### src/rtl/multicycle_control_unit.sv
// Multicycle control unit: decodes one handshaked instruction and sequences the iterative MUL/DIV ALU.
// Optional macro CU_ILLEGAL_TRAP_EN adds the IllegalOp trap output for unused opcodes.
module multicycle_control_unit #(
  parameter int OP_L     = 3,
  parameter int P        = 0,
  parameter int MAX_WAIT = 32
) (
  input  logic            Clock_i,
  input  logic            Reset_i,
  input  logic            InstrValid_i,
  output logic            InstrReady_o,
  input  logic [OP_L-1:0] Opcode_i,
  output logic            ALUStart_o,
  input  logic            ALUDone_i,
  output logic [P:0]      ALUOpcode_o,
  output logic            UseImmediate_o,
  output logic            LoadUpperImmediate_o,
  output logic            WriteBack_o,
  output logic            UpdateFlags_o,
  output logic            Busy_o,
  output logic            Timeout_o
`ifdef CU_ILLEGAL_TRAP_EN
  ,
  output logic            IllegalOp_o
`endif
);

  localparam int CNT_W = $clog2(MAX_WAIT) + 1;
  localparam logic [CNT_W-1:0] WAIT_LIMIT = CNT_W'(MAX_WAIT - 2);

  typedef enum logic [1:0] {IDLE, ISSUE, WAIT, COMMIT} state_e;
  typedef enum logic [1:0] {CLS_NOP, CLS_ALU, CLS_LUI} class_e;

  state_e           state_q, state_d;
  logic [CNT_W-1:0] waitCnt_q, waitCnt_d;
  logic             abort_d;
  logic             accept;
  class_e           decClass;
  logic [P:0]       decAluOp;
  logic             decUseImm;

  assign accept = InstrValid_i & InstrReady_o;

  always_comb begin
    decClass  = CLS_NOP;
    decAluOp  = '0;
    decUseImm = 1'b0;
    if (Opcode_i == OP_L'(7)) begin
      decClass = CLS_ALU;
      decAluOp = (P+1)'(1);
    end else if (Opcode_i == OP_L'(0)) begin
      decClass = CLS_ALU;
    end else if (Opcode_i == OP_L'(1)) begin
      decClass  = CLS_ALU;
      decAluOp  = (P+1)'(1);
      decUseImm = 1'b1;
    end else if (Opcode_i == OP_L'(2)) begin
      decClass  = CLS_ALU;
      decUseImm = 1'b1;
    end else if (Opcode_i == OP_L'(3)) begin
      decClass = CLS_LUI;
    end
  end

  // The watchdog aborts on the edge where the counter would reach MAX_WAIT-1; ALUDone on that edge wins.
  always_comb begin
    state_d   = state_q;
    waitCnt_d = waitCnt_q;
    abort_d   = 1'b0;
    case (state_q)
      IDLE: begin
        if (accept) begin
          state_d = (decClass == CLS_ALU) ? ISSUE : COMMIT;
        end
      end
      ISSUE: begin
        state_d   = WAIT;
        waitCnt_d = '0;
      end
      WAIT: begin
        if (ALUDone_i) begin
          state_d = COMMIT;
        end else begin
          waitCnt_d = waitCnt_q + CNT_W'(1);
          if (waitCnt_q == WAIT_LIMIT) begin
            state_d = COMMIT;
            abort_d = 1'b1;
          end
        end
      end
      COMMIT: begin
        state_d = IDLE;
      end
      default: begin
        state_d = IDLE;
      end
    endcase
  end

  // Outputs are registered from the next state so each one lines up with the cycle of that state.
  always_ff @(posedge Clock_i) begin
    if (Reset_i) begin
      state_q              <= IDLE;
      waitCnt_q            <= '0;
      InstrReady_o         <= 1'b1;
      Busy_o               <= 1'b0;
      ALUStart_o           <= 1'b0;
      ALUOpcode_o          <= '0;
      UseImmediate_o       <= 1'b0;
      LoadUpperImmediate_o <= 1'b0;
      WriteBack_o          <= 1'b0;
      UpdateFlags_o        <= 1'b0;
      Timeout_o            <= 1'b0;
`ifdef CU_ILLEGAL_TRAP_EN
      IllegalOp_o          <= 1'b0;
`endif
    end else begin
      state_q              <= state_d;
      waitCnt_q            <= waitCnt_d;
      InstrReady_o         <= (state_d == IDLE);
      Busy_o               <= (state_d != IDLE);
      ALUStart_o           <= (state_d == ISSUE);
      LoadUpperImmediate_o <= 1'b0;
      WriteBack_o          <= 1'b0;
      UpdateFlags_o        <= 1'b0;
      Timeout_o            <= 1'b0;
`ifdef CU_ILLEGAL_TRAP_EN
      IllegalOp_o          <= 1'b0;
`endif
      if (state_q == IDLE && accept) begin
        if (decClass == CLS_ALU) begin
          ALUOpcode_o    <= decAluOp;
          UseImmediate_o <= decUseImm;
        end else begin
          ALUOpcode_o    <= '0;
          UseImmediate_o <= 1'b0;
        end
        if (decClass == CLS_LUI) begin
          WriteBack_o          <= 1'b1;
          LoadUpperImmediate_o <= 1'b1;
        end
`ifdef CU_ILLEGAL_TRAP_EN
        if (decClass == CLS_NOP) begin
          IllegalOp_o <= 1'b1;
        end
`endif
      end
      if (state_q == WAIT && state_d == COMMIT) begin
        WriteBack_o   <= ~abort_d;
        UpdateFlags_o <= ~abort_d;
        Timeout_o     <= abort_d;
      end
      if (state_d == IDLE) begin
        ALUOpcode_o    <= '0;
        UseImmediate_o <= 1'b0;
      end
    end
  end

endmodule

### config.mk
export PLATFORM = sky130hd
export DESIGN_NAME = multicycle_control_unit
export DESIGN_NICKNAME = d
export VERILOG_FILES = /design/src/rtl/multicycle_control_unit.sv
export SDC_FILE = /design/constraint.sdc
export NUM_CORES = 1
export LEC_CHECK = 0
export CAP_MARGIN = 5
export CORE_ASPECT_RATIO = 1.25
export CORE_MARGIN = 5
export CORE_UTILIZATION = 40
export DETAILED_ROUTE_END_ITERATION = 10
export PLACE_DENSITY = 0.61
export SKIP_CTS_REPAIR_TIMING = 1
export SYNTH_ARGS = -nofsm -noshare
export SYNTH_HDL_FRONTEND = slang
export SYNTH_SLANG_ARGS = --single-unit
### constraint.sdc
create_clock -name Clock_i -period 5.2 [get_ports Clock_i]
set_input_delay 0.78 -clock Clock_i [delete_from_list [all_inputs] [get_ports Clock_i]]
set_output_delay 0.78 -clock Clock_i [all_outputs]
set_load 0.02 [all_outputs]
# Word level (Yosys, flattened, before mapping)

Cells that the tools add are included.
Widths: inputs -> output; s select.

Flip-flop bits (word level): 17
Bits in latches: 0
Bits in writable memories: 0
Memory bits (read-only): 0
Bits of input ports: 7
Memories: 0

Add/subtract/negate cells: 1
$mul: 0
Div/mod/pow operators: 0
Magnitude comparators: 0
Equal/unequal tests: 13
Shift operators: 0
Multiplexer cells: 27
Bitwise gates (word level): 3
Reductions and logical operators: 10

Operators by type and width:

| cell                | count |
|---|---|
| $mux 2              | 9 |
| $mux 1              | 15 |
| $pmux 6 s2          | 1 |
| $eq 2x2->1 const B  | 4 |
| $pmux 2 s4          | 1 |
| $add 6x1->6 const B | 1 |
| $eq 2x1->1 const B  | 3 |
| $eq 3x2->1 const B  | 2 |
| $eq 6x5->1 const B  | 1 |
| $mux 6              | 1 |
| $logic_not 2->1     | 2 |
| $reduce_bool 2->1   | 2 |
| $reduce_or 2->1     | 2 |
| $eq 3x1->1 const B  | 1 |
| $eq 3x3->1 const B  | 1 |
| $logic_not 3->1     | 1 |
| $logic_and 1x1->1   | 2 |
| $ne 2x2->1 const B  | 1 |
| $not 1->1           | 2 |
| $reduce_and 2->1    | 1 |
| $and 1x1->1         | 1 |

# Depth between registers and ports, before layout

Gate-level depths: netlist of the first run.

Depth in word-level cells: 14
Mapped depth: 8
Gate-level depth less buffers: 7

# Least setup slack after synthesis of the first run

Ideal clock, no wire load.

Path type: input port to flip-flop
Start: input port ALUDone_i
End: register WriteBack_o
Setup time: 121 ps
Arrival time: 1,703 ps
Slack: 3,376 ps
Stages: 4
Buffers on the path: 0
Cells stage by stage: nand2b_1 or3_1 nor2b_1 mux2_4

Cells in the longest elaborated chain, start to end: 5
Elaborated cells on any way between the ends: 8
Classes of those cells: eq/ne (1); mux (5); bitwise (1); reduce/logical (1)

RTL lines:

| item                 | RTL line | source |
|---|---|---|
| from (decl)          | 14       | `input logic ALUDone_i,` |
| $mux 2               | 81       | `if (ALUDone_i) begin` |
| $pmux 2 s4           | 70       | `case (state_q)` |
| $eq 2x2->1           | 148      | `if (state_q == WAIT && state_d == COMMIT) begin` |
| $logic_and 1x1->1    | 148      |  |
| $mux 1 *             | 148      |  |
| to (signal assigned) | 149      | `WriteBack_o <= ~abort_d;` |
| to (decl)            | 18       | `output logic WriteBack_o,` |

Every way passes the cells marked *; elsewhere a longest branch is shown, timed or not.
A chain may end at the register's enable or synchronous reset.

# Final worst setup path of the first run

Same ends and word-level chain as after synthesis.

==> results.txt, run 1 <==
- The run finished with clean final reports.
- The first global-routing pass estimated roughly 2700 um of wire.
* Startpoint types: input pin
- For the worst setup path, the data arrival time is approximately 2300 ps.
- The floorplan has 18 rows.
* Setup violation total in the final timing report: 0
- The number of different library cells used by synthesis comes to 27.
- Static timing analysis puts the maximum clock frequency at 475.8 MHz.
- The post-route netlist has under 10% of its cells at a drive strength greater than 1.
* Hold slack final: just over 500 ps
* Detailed-route via count: 657
* Clock tree from TritonCTS: built
- Area occupied by registers: 340.3 sq um
* Required arrival time at the worst endpoint: between 5000 and 6000 ps
- Final routed wirelength across all metal layers: about 1500 um
- Flip-flop and latch count after synthesis: 17
- The worst setup path is captured at a flop.
- At the pin with the least slew margin, the transition time is ~400 ps.
- The hold violation count in the final report was 0.
- Hold WC Path Type: flop to flop
- Ports: 16
- The critical path goes through clkdlybuf4s50_1, nand2b_1, or3_1, nor2b_1, mux2_4.
- Dividing the detail-routed via count by the number of cells gives between 5 and 6.
- In this run the deepest clock path goes through 2 buffers.
- Entering global routing, the biggest net connects 13 pins.
- CTS placed an instance of sky130_fd_sc_hd__clkbuf_4 at the clock tree root.
* Cell area after technology mapping: roughly 820 sq um
- Layout Cell Area excl Fill: 1012 sq um
* Slew headroom: between 70 and 80%
* Clock Pin Slew Worst Setup and Hold Paths: around 90 ps
* Starting Density: between 40% and 50%
* Reg2Reg Setup Slack: 3220 ps
- Global routing consumed, over all layers together, a little under an eighth of the routing resources.
* Die X-Extent: 50.52 um
- Dividing total power by cell area gives a power density of ~410 nW/um^2.
- IR drop worst, VDD: around 0.24 mV
- Via count of the first global-routing pass: 670
- Filler Cell Count: slightly above 200
- In the routed design, unresolved DRC markers number 0.
- Summed over all failing endpoints, the final setup total negative slack is 0 ps.
- Pre-CTS setup slack: 2794 ps
- When the netlist entered floorplanning its net count stood at 104.
- Number of maximum-capacitance constraint violations: 0
- Counting the buffers created by CTS gives 3.
- Critical path type: input pin to flop
- The number of max-slew violations in the final report came to 0.
- Placed cell area: a little under 1000 sq um
- The floorplan step defined a core boundary enclosing between 1500 and 2000 sq um.
* Sequential-to-total area share from yosys stat: 41.46%
- Setup repair after global routing left no endpoint under its margin.
- Dividing the final minimum period by the clock period gives ~40%.
- The multi-input combinational cells in the finished layout cover a total of roughly 450 sq um.
* Shortest clock period the worst path allows after layout: 2102 ps
- The total overflow left after global routing is 0.
* Library cell contributing the largest single delay on the critical path: sky130_fd_sc_hd__clkdlybuf4s50_1
- In this run the most critical hold path is launched from UseImmediate_o$_SDFFE_PP0P_.
- Pleak: roughly 0.4 nW
* R2r endpoint: WriteBack_o$_SDFF_PP0_
* Count of clock tree sinks: 17
- Clock skew after layout: ~1.9 ps
- Skew-Pair Late Insertion Delay: around 280 ps
* Port bufs: 15
- Predominant post-synthesis flop cell: sky130_fd_sc_hd__dfxtp_1
- Number of antenna violations at the first check in global routing: 0
- R2R Path Start: state_q[0]$_SDFF_PP0_
- Antenna Violating Nets Remaining: 0
- Final routed wire length divided by cell count: around 12 um
- At the end of routability-driven placement, the weighted congestion stood at ~0.75.
* Startpoint of the most critical setup path: ALUDone_i
- After technology mapping, the gate count stands at 91.
- Setup slack on the critical path of the routed design comes to slightly above 3000 ps.
- During synthesis, Yosys emitted a total of 0 warnings.
- In this design, the stage delay of the slowest critical-path cell is 440 ps.
- Nets: 122
* Drt first pass iters: 4
- Area growth syn-to-layout: 23.32%
- In this run the number of H-tree levels came out at 1.
- Height of the chip: around 61 um
- Total Die Area: between 3000 and 4000 sq um
* Mean cell area of the mapped netlist: about 9 sq um
- The detailed router finished its first iteration with 9 violations.
- Count of flip-flops with a built-in enable after synthesis: 0
- After synthesis, the share of flip-flops with an asynchronous set or reset is 0%.
* Diodes inserted: 0
- FF-to-FF path depth: 6
- Total half-perimeter wirelength after legalization and detailed placement: roughly 1200 um
- The critical path ends at WriteBack_o$_SDFF_PP0_.
* Crit Path Max Fanout: 5
==> worst min path at each step <==
stage | cells past startpoint | to
finish | 2 | UseImmediate_o$_SDFFE_PP0P_
global route | 2 | UseImmediate_o$_SDFFE_PP0P_
detailed placement | 2 | UseImmediate_o$_SDFFE_PP0P_
CTS | 2 | UseImmediate_o$_SDFFE_PP0P_
floorplan | 2 | waitCnt_q[1]$_SDFFE_PP0P_
global placement | 2 | UseImmediate_o$_SDFFE_PP0P_
==> power by group <==
group          leakage (nW)  switching [mW]  internal (mW)
Sequential            0.138          0.0118          0.150
Clock                0.0177          0.0396         0.0286
Combinational         0.233           0.107         0.0782
Total                 0.389           0.158          0.257
==> Yosys cell counts (all sizes together) (2+ instances only) <==
| library cell | n | area [sq um] |
|---|---|---|
| dfxtp | 17 | 340.3 |
| nor2 | 11 | 41.29 |
| nand3 | 7 | 40.04 |
| a21oi | 6 | 30.03 |
| ha | 6 | 75.07 |
| inv | 6 | 22.52 |
| nor2b | 6 | 37.54 |
| nor3 | 6 | 30.03 |
| nand2 | 3 | 11.26 |
| nand2b | 3 | 18.77 |
| xor2 | 3 | 26.28 |
| o21ai | 2 | 10.01 |
| xnor2 | 2 | 17.52 |
==> layer usage <==
| metal | global-route usage [%] | share of wire [%] |
|---|---|---|
| met5 | 0 | 0 |
| met4 | 6.569 | 1.1 |
| met3 | 2.703 | 4.4 |
| met2 | 20.92 | 52 |
| met1 | 11.86 | 42 |
==> worst max-delay path, delay by kind of cell <==
kind | cells | cell delay [ps]
AND/OR/NAND/NOR | 3 | 790
multiplexers | 1 | 270
buffers and inverters | 1 | 440
==> registers in the layout (all words and copies together), names as in the netlist <==
name	flops
waitCnt_q	6
UpdateFlags_o	1
InstrReady_o	1
Busy_o	1
UseImmediate_o	1
LoadUpperImmediate_o	1
ALUStart_o	1
WriteBack_o	1
ALUOpcode_o	1
state_q	2
Timeout_o	1
==> metrics by stage <==
step	cells	util, %	total power, mW
after floorplan	91	-	0.3002
after global placement	124	50.26	0.3510
after detailed placement	124	50.26	0.3528
after CTS	128	51.66	0.4226
after global routing	128	51.66	0.4468
final	128	51.66	0.4149
==> final cells by class <==
cell class | count | share of cell area [%]
clock buffers | 3 | 2.225
clock inverters | 1 | 0.4944
inverters | 6 | 2.225
multi-input cells | 66 | 44.13
flip-flops and latches | 17 | 33.62
well taps | 20 | 2.472
repair buffers | 15 | 14.83
==> cell usage in the layout (no fill, tap or decap), drive strengths merged, types with 2 or more instances in the layout <==
| cell | Yosys | final |
|---|---|---|
| nand2 | 3 | 3 |
| nor2 | 11 | 11 |
| xnor2 | 2 | 2 |
| ha | 6 | 6 |
| nand3 | 7 | 7 |
| nor2b | 6 | 6 |
| nand2b | 3 | 3 |
| nor3 | 6 | 6 |
| o21ai | 2 | 2 |
| clkbuf | 1 | 3 |
| a21oi | 6 | 6 |
| clkdlybuf4s50 | 0 | 15 |
| dfxtp | 17 | 17 |
| inv | 6 | 6 |
| xor2 | 3 | 3 |
==> cells by family after synthesis <==
family	after synthesis	share of synthesized area, %
flops	17	41.46
fa+ha+maj	6	9.146
buf+inv	8	4.116
simple gates	40	24.85
compound gates	14	13.26
mux	1	1.829
xor+xnor	5	5.336
(Power assumes the default switching activity.)
==> inputs of run 2 (changes only) <==
PLACE_DENSITY = 0.64   (was 0.61)
clock period = 1.9 ns   (was 5.2 ns; I/O delays follow)
==> results.txt, run 2 (synthesis gave the netlist of run 1 again) <==
* Placed cell area: 1030 sq um (was 984.7 sq um)
* Ratio of cells with drive above 1 in the final layout: 14.04% (was 7.407%)
- The cell depth of the worst min-delay path was 2 (unchanged).
* Slew headroom: 74.66% (was 72.96%)
- Height of the chip: 60.65 um (unchanged)
* Final number of max-transition violations: 0 (unchanged)
* Flip-flop count of the largest register after layout: 6 (unchanged)
- WP buf/inv: 1 (unchanged)
- Unrepaired setup endpoints after global routing: false (unchanged).
- The leakage power of the design is 0.4164 nW (was 0.3889 nW).
- Critical-path cell list: inv_1, ha_1, o41a_2, nand3_2, mux2_4 (was clkdlybuf4s50_1, nand2b_1, or3_1, nor2b_1, mux2_4)
- Final-report hold violation count: 0 (unchanged)
- Die X-Extent: 50.52 um (unchanged)
- Family with the most delay on the worst path: compound AO/OA/AOI/OAI gates (was simple AND/OR/NAND/NOR gates)
- All-Layer GR Usage: 12.08% (was 11.47%)
- The arrival time of data at the critical path endpoint came to 1980 ps (was 2290 ps).
- Total gr overflow: 0 (unchanged)
- The overall routed net length came to 1637 um (was 1533 um).
* Via count of the first global-routing pass: 727 (was 670)
- Maximum achievable frequency: between 500 and 600 MHz
- The critical-path maximum fanout came to 6 (was 5).
- The hold path startpoint is ALUOpcode_o$_SDFFE_PP0P_ (was UseImmediate_o$_SDFFE_PP0P_).
- Total half-perimeter wirelength after legalization and detailed placement: 1341 um (was 1237 um)
- The most common library cell in the layout ignoring fill and taps is sky130_fd_sc_hd__dfxtp_1 (unchanged).
- CP Capture Type: flop (unchanged)
* Total Die Area: 3063 sq um (unchanged)
- Final estimated routing congestion in global placement: 0.7306 (was 0.7546)
* Most frequent cells in the layout: sky130_fd_sc_hd__dfxtp_1, sky130_fd_sc_hd__clkdlybuf4s50_1, sky130_fd_sc_hd__nor2_1 (unchanged)
* R2R Path Start: state_q[0]$_SDFF_PP0_ (unchanged)
* Starting Density: 41.89% (unchanged)
* Total CTS buffers: 3 (unchanged)
* Clock skew after layout: 5.083 ps (was 1.861 ps)
* Status: finished, final reports clean (unchanged)
* Count of clock tree sinks: 17 (unchanged)
- The setup TNS is 0 ps (unchanged).
- Startpoint of the most critical setup path: state_q[0]$_SDFF_PP0_ (was ALUDone_i)
- The number of optimization iterations in the first detailed-route pass came to 4 (unchanged).
- The post-route cell area is 1064 sq um (was 1012 sq um).
- Clock tree from TritonCTS: built (unchanged)
- Clock Pin Slew Worst Setup and Hold Paths: 100 ps (was 90 ps)
- The remaining antenna violation count is 0 (unchanged).
- Row cnt: 18 (unchanged)
- CP Depth: 5 (unchanged)
- FF-to-FF path depth: 5 (was 6)
* Share of the core filled with cells: 54.28% (was 51.66%)
- Registers with the most flip-flops: waitCnt_q (6), state_q (2) (unchanged)
- Power density normalized to cell area: 1117 nW/um^2 (was 409.9 nW/um^2)
* Ports: 16 (unchanged)
- Slew of the pin with the lowest slew margin: 376.7 ps (was 404.4 ps)
- Nets: 128 (was 122)
* Port bufs: 15 (unchanged)
- The critical path's slowest cell is sky130_fd_sc_hd__o41a_2 (was sky130_fd_sc_hd__clkdlybuf4s50_1).
* Critical path type: flop to flop (was input pin to flop)
- Setup violation total in the final timing report: 0 (unchanged)
* Remaining routing DRC violations: 0 (unchanged)
- The worst path in the final design needs a cycle of between 1500 and 2000 ps, including I/O delays and setup.
- Clock H-tree levels: 1 (unchanged)
* Skew-Pair Late Insertion Delay: 290 ps (was 280 ps)
* Hold WC Path Type: flop to flop (unchanged)
* Std-Cell Core Area: 1959 sq um (unchanged)
- The buffer depth of the longest clock path is 2 (unchanged).
* Slowest stage delay, CP: 510 ps (was 440 ps)
* Required arrival time at the worst endpoint: 2090 ps (was 5380 ps)
- The total via count in the routed design was 686 (was 657).
* Hold slack final: 532.3 ps (was 518.4 ps)
- First-pass GRT wire length: 2884 um (was 2711 um)
- The register bank with the most flops is waitCnt_q (unchanged).
- Number of maximum-capacitance constraint violations: 0 (unchanged)
* Final routed wire length divided by cell count: 12.22 um (was 11.98 um)
- Diodes inserted: 0 (unchanged)
* Detail-routed via count per cell: 5.119 (was 5.133)
- The worst voltage drop across the vdd grid is 0.7056 mV (was 0.2441 mV).
- Area growth syn-to-layout: 29.57% (was 23.32%)
* Startpoint types: flop (was input pin)
* CTS Root Buffer Type: sky130_fd_sc_hd__clkbuf_4 (unchanged)
- The first-iteration detailed-routing DRC count was 5 (was 9).
- The largest net degree at the start of global routing was 11 (was 13).
- The final critical path takes up a little over nine tenths of the cycle.
* Number of antenna violations at the first check in global routing: 0 (unchanged)
-- run 2: cell count changes in the layout (fill, tap and decap cells not counted), sizes merged --
cell | before | now
buf | 0 | 6
-- run 2: final cells by class --
type / instances / area, sq um
Sequential cell: 17 / 340.3
Clock inverter: 1 / 5.005
Timing Repair Buffer: 21 / 195.2
Tap cell: 20 / 25.02
Multi-Input combinational cell: 66 / 452.9
Clock buffer: 3 / 22.52
Inverter: 6 / 22.52
Fill cell: 194 / 895.9
-- run 2: routing by layer --
metal / vias up / track usage (%) / part of all wire, %
met3: 4 / 3.931 / 5.7
li1: 359 / - / -
met2: 15 / 22.16 / 51
met4: 0 / 5.474 / 1.3
met5: - / 0 / 0
met1: 308 / 12.31 / 41
-- run 2: where the power goes --
part / leakage [nW] / switching (mW) / internal [mW] / total, mW
Combinational: 0.260 / 0.307 / 0.245 / 0.551
Sequential: 0.138 / 0.0328 / 0.411 / 0.444
Clock: 0.0177 / 0.115 / 0.0783 / 0.193
-- run 2: path summary, 6_finish.rpt --
check / slack, ps / end
worst max-delay path: 110 / WriteBack_o$_SDFF_PP0_
worst max register to register: 110 / WriteBack_o$_SDFF_PP0_
worst min-delay path: 530 / ALUOpcode_o$_SDFFE_PP0P_
worst min register to register: 530 / ALUOpcode_o$_SDFFE_PP0P_
-- run 2: worst min-delay path: stages (launching register included) --
cell and delay [ps]:
sky130_fd_sc_hd__dfxtp_1 340, sky130_fd_sc_hd__a22oi_1 80, sky130_fd_sc_hd__nor2_1 80
-- run 2: through the flow --
stage	total power, mW	instances	worst slack, ps
final	1.188	134	110.5
after global routing	1.280	134	21.95
after CTS	1.193	134	77.95
after detailed placement	0.9965	130	42.07
after global placement	0.9910	130	81.02
after floorplan	0.8217	91	240.8
==> inputs of run 3 (changes only) <==
clock period = 1.5 ns   (was 1.9 ns; I/O delays follow)
==> results.txt, run 3 (synthesis gave the netlist of run 1 again) <==
- Status: finished, violations left (was finished, final reports clean)
- Failing checks: setup timing
- Library cell contributing the largest single delay on the critical path: sky130_fd_sc_hd__o41a_2 (unchanged)
- The initial antenna violation count came to 0 (unchanged).
- The cell family contributing the most delay on the critical path is compound AO/OA/AOI/OAI gates (unchanged).
* Nets: 146 (was 128)
- The sequential cell area came to 346.6 sq um (was 340.3 sq um).
- The hold violation count in the final report was 0 (unchanged).
* Setup violation total in the final timing report: 4 (was 0)
- Total Die Area: 3063 sq um (unchanged)
* Area growth syn-to-layout: 60.06% (was 29.57%)
- Clock H-tree levels: 1 (unchanged)
- Filler Cell Count: 159 (was 194)
- Final estimated routing congestion in global placement: 0.8122 (was 0.7306)
* Share of the core filled with cells: 67.05% (was 54.28%)
- Number of maximum-capacitance constraint violations: 0 (unchanged)
- The peak clock frequency supported by timing came to 627.6 MHz (was 558.8 MHz).
* CTS Root Buffer Type: sky130_fd_sc_hd__clkbuf_4 (unchanged)
- The clock buffer count from CTS is 3 (unchanged).
* Pleak: 0.5805 nW (was 0.4164 nW)
* First-pass GRT wire length: 3036 um (was 2884 um)
* Count of clock tree sinks: 17 (unchanged)
- Slew headroom: 75.50% (was 74.66%)
* Std-Cell Core Area: 1959 sq um (unchanged)
* Die X-Extent: 50.52 um (unchanged)
- The shortest period the worst path allows came to 1593 ps (was 1790 ps).
- The total area of multi-input combinational cells is 528.0 sq um (was 452.9 sq um).
- Number of non-filler instances in the completed layout: 152 (was 134)
- The die height is 60.65 um (unchanged).
* Crit path DAT: 1780 ps (was 1980 ps)
- Most common cell after layout, fill and taps aside: sky130_fd_sc_hd__buf_4 (was sky130_fd_sc_hd__dfxtp_1)
- Critical-path cell list: inv_2, ha_4, nand4_1, nor2_1, o41a_2, nand3_2, mux2_4 (was inv_1, ha_1, o41a_2, nand3_2, mux2_4).
- The measured slew at the worst slew-check pin was 364.1 ps (was 376.7 ps).
* Ports: 16 (unchanged)
- Detailed-route via count: 753 (was 686)
- The worst clock skew on the final layout is 1.892 ps (was 5.083 ps).
- Number of cells in the design after placement: 146 (was 130)
- The kind of critical path is flop to flop (unchanged).
- Power density normalized to cell area: 1405 nW/um^2 (was 1117 nW/um^2)
* WP buf/inv: 1 (unchanged)
- The number of max-slew violations in the final report came to 0 (unchanged).
- Unrepaired setup endpoints after global routing: true (was false).
- Most frequent cells in the layout: sky130_fd_sc_hd__buf_4, sky130_fd_sc_hd__dfxtp_1, sky130_fd_sc_hd__clkdlybuf4s50_1, sky130_fd_sc_hd__nor2_1 (was sky130_fd_sc_hd__dfxtp_1, sky130_fd_sc_hd__clkdlybuf4s50_1, sky130_fd_sc_hd__nor2_1)
- The fraction of layout instances using a drive strength above 1 was 38.64% (was 14.04%).
* Post-route setup slack: -93.36 ps (was 110.5 ps)
* Row cnt: 18 (unchanged)
- The post-route DRC violation count is 0 (unchanged).
- The total global-route track usage came to 12.81% (was 12.08%).
* Clock tree from TritonCTS: built (unchanged)
- Total gr overflow: 0 (unchanged)
* Largest net degree at the start of global routing: 11 (unchanged)
- Antenna Violating Nets Remaining: 0 (unchanged)
* Final routed wire length divided by cell count: 12.27 um (was 12.22 um)
* Via count of the first global-routing pass: 726 (was 727)
- The via count normalized by instance count was 4.954 (was 5.119).
* Clock Pin Slew Worst Setup and Hold Paths: 100 ps (about the same)
- Top reg by flops: waitCnt_q (unchanged)
- Slowest stage delay, CP: 410 ps (was 510 ps)
* Drt first pass iters: 4 (unchanged)
* Starting Density: 41.89% (unchanged)
* Maximum root-to-sink buffer count: 2 (unchanged)
- Initial DRC count: 9 (was 5)
- The worst hold path class was flop to flop (unchanged).
* Required arrival time at the worst endpoint: 1690 ps (was 2090 ps)
- The worst voltage drop across the vdd grid was 1.039 mV (was 0.7056 mV).
* Startpoint types: flop (unchanged)
* Diodes inserted: 0 (unchanged)
- Registers with the most flip-flops: waitCnt_q (6), state_q (2) (unchanged).
- Flip-flop count of the largest register after layout: 6 (unchanged)
* Skew-Pair Late Insertion Delay: 290 ps (about the same)
- Total half-perimeter wirelength after legalization and detailed placement: 1410 um (was 1341 um)
- The critical-path maximum fanout was 3 (was 6).
- CP Capture Type: flop (unchanged)
- The portion of the clock cycle consumed by the worst path in the final layout came to 106.2% (was 94.19%).
- Port bufs: 15 (unchanged)
- Final routed wirelength across all metal layers: 1865 um (was 1637 um)
[run 3: path summary, 6_finish.rpt]
path	start	endpoint	slack [ps]	cells past startpoint
setup / recovery	waitCnt_q[0]$_SDFFE_PP0P_	WriteBack_o$_SDFF_PP0_	-90	7
hold / removal	UseImmediate_o$_SDFFE_PP0P_	UseImmediate_o$_SDFFE_PP0P_	530	2
setup reg to reg	waitCnt_q[0]$_SDFFE_PP0P_	WriteBack_o$_SDFF_PP0_	-90	7
hold reg to reg	UseImmediate_o$_SDFFE_PP0P_	UseImmediate_o$_SDFFE_PP0P_	530	2
[run 3: layout make-up]
type | count | share of cell area, %
multi-input combinational | 66 | 40.19
timing repair buffer | 39 | 27.33
sequential | 17 | 26.38
inverter | 6 | 2.095
tap | 20 | 1.905
clock buffer | 3 | 1.714
clock inverter | 1 | 0.3810
[run 3: power by group]
part / switching (mW) / internal (mW)
clock network: 0.148 / 0.0991
registers: 0.0550 / 0.530
logic: 0.486 / 0.528
[run 3: metal layers]
metal | track usage [%] | up-vias | part of all wire [%]
met4 | 4.380 | 0 | 1.5
met3 | 4.177 | 4 | 4.6
met1 | 13.29 | 340 | 39
met2 | 23.94 | 15 | 55
met5 | 0 | - | 0
li1 | - | 394 | -
[run 3: tightest hold or removal path, stage by stage (launching register included)]
cell and delay (ps):
sky130_fd_sc_hd__dfxtp_1 340, sky130_fd_sc_hd__a21oi_1 70, sky130_fd_sc_hd__nor2_2 90
[run 3: through the flow]
stage	TNS (ps)	power [mW]	hold slack, ps	setup WS (ps)	cell area (sq um)
floorplan	-74.44	1.072	315.8	-74.44	834.6
global placement	-1162	1.424	482.6	-227.4	1164
detailed placement	-1207	1.429	478.6	-237.5	1164
CTS	-671.4	1.674	499.5	-174.3	1191
global route	-608.4	1.988	568.0	-151.5	1314
finish	-152.0	1.846	533.7	-93.36	1314
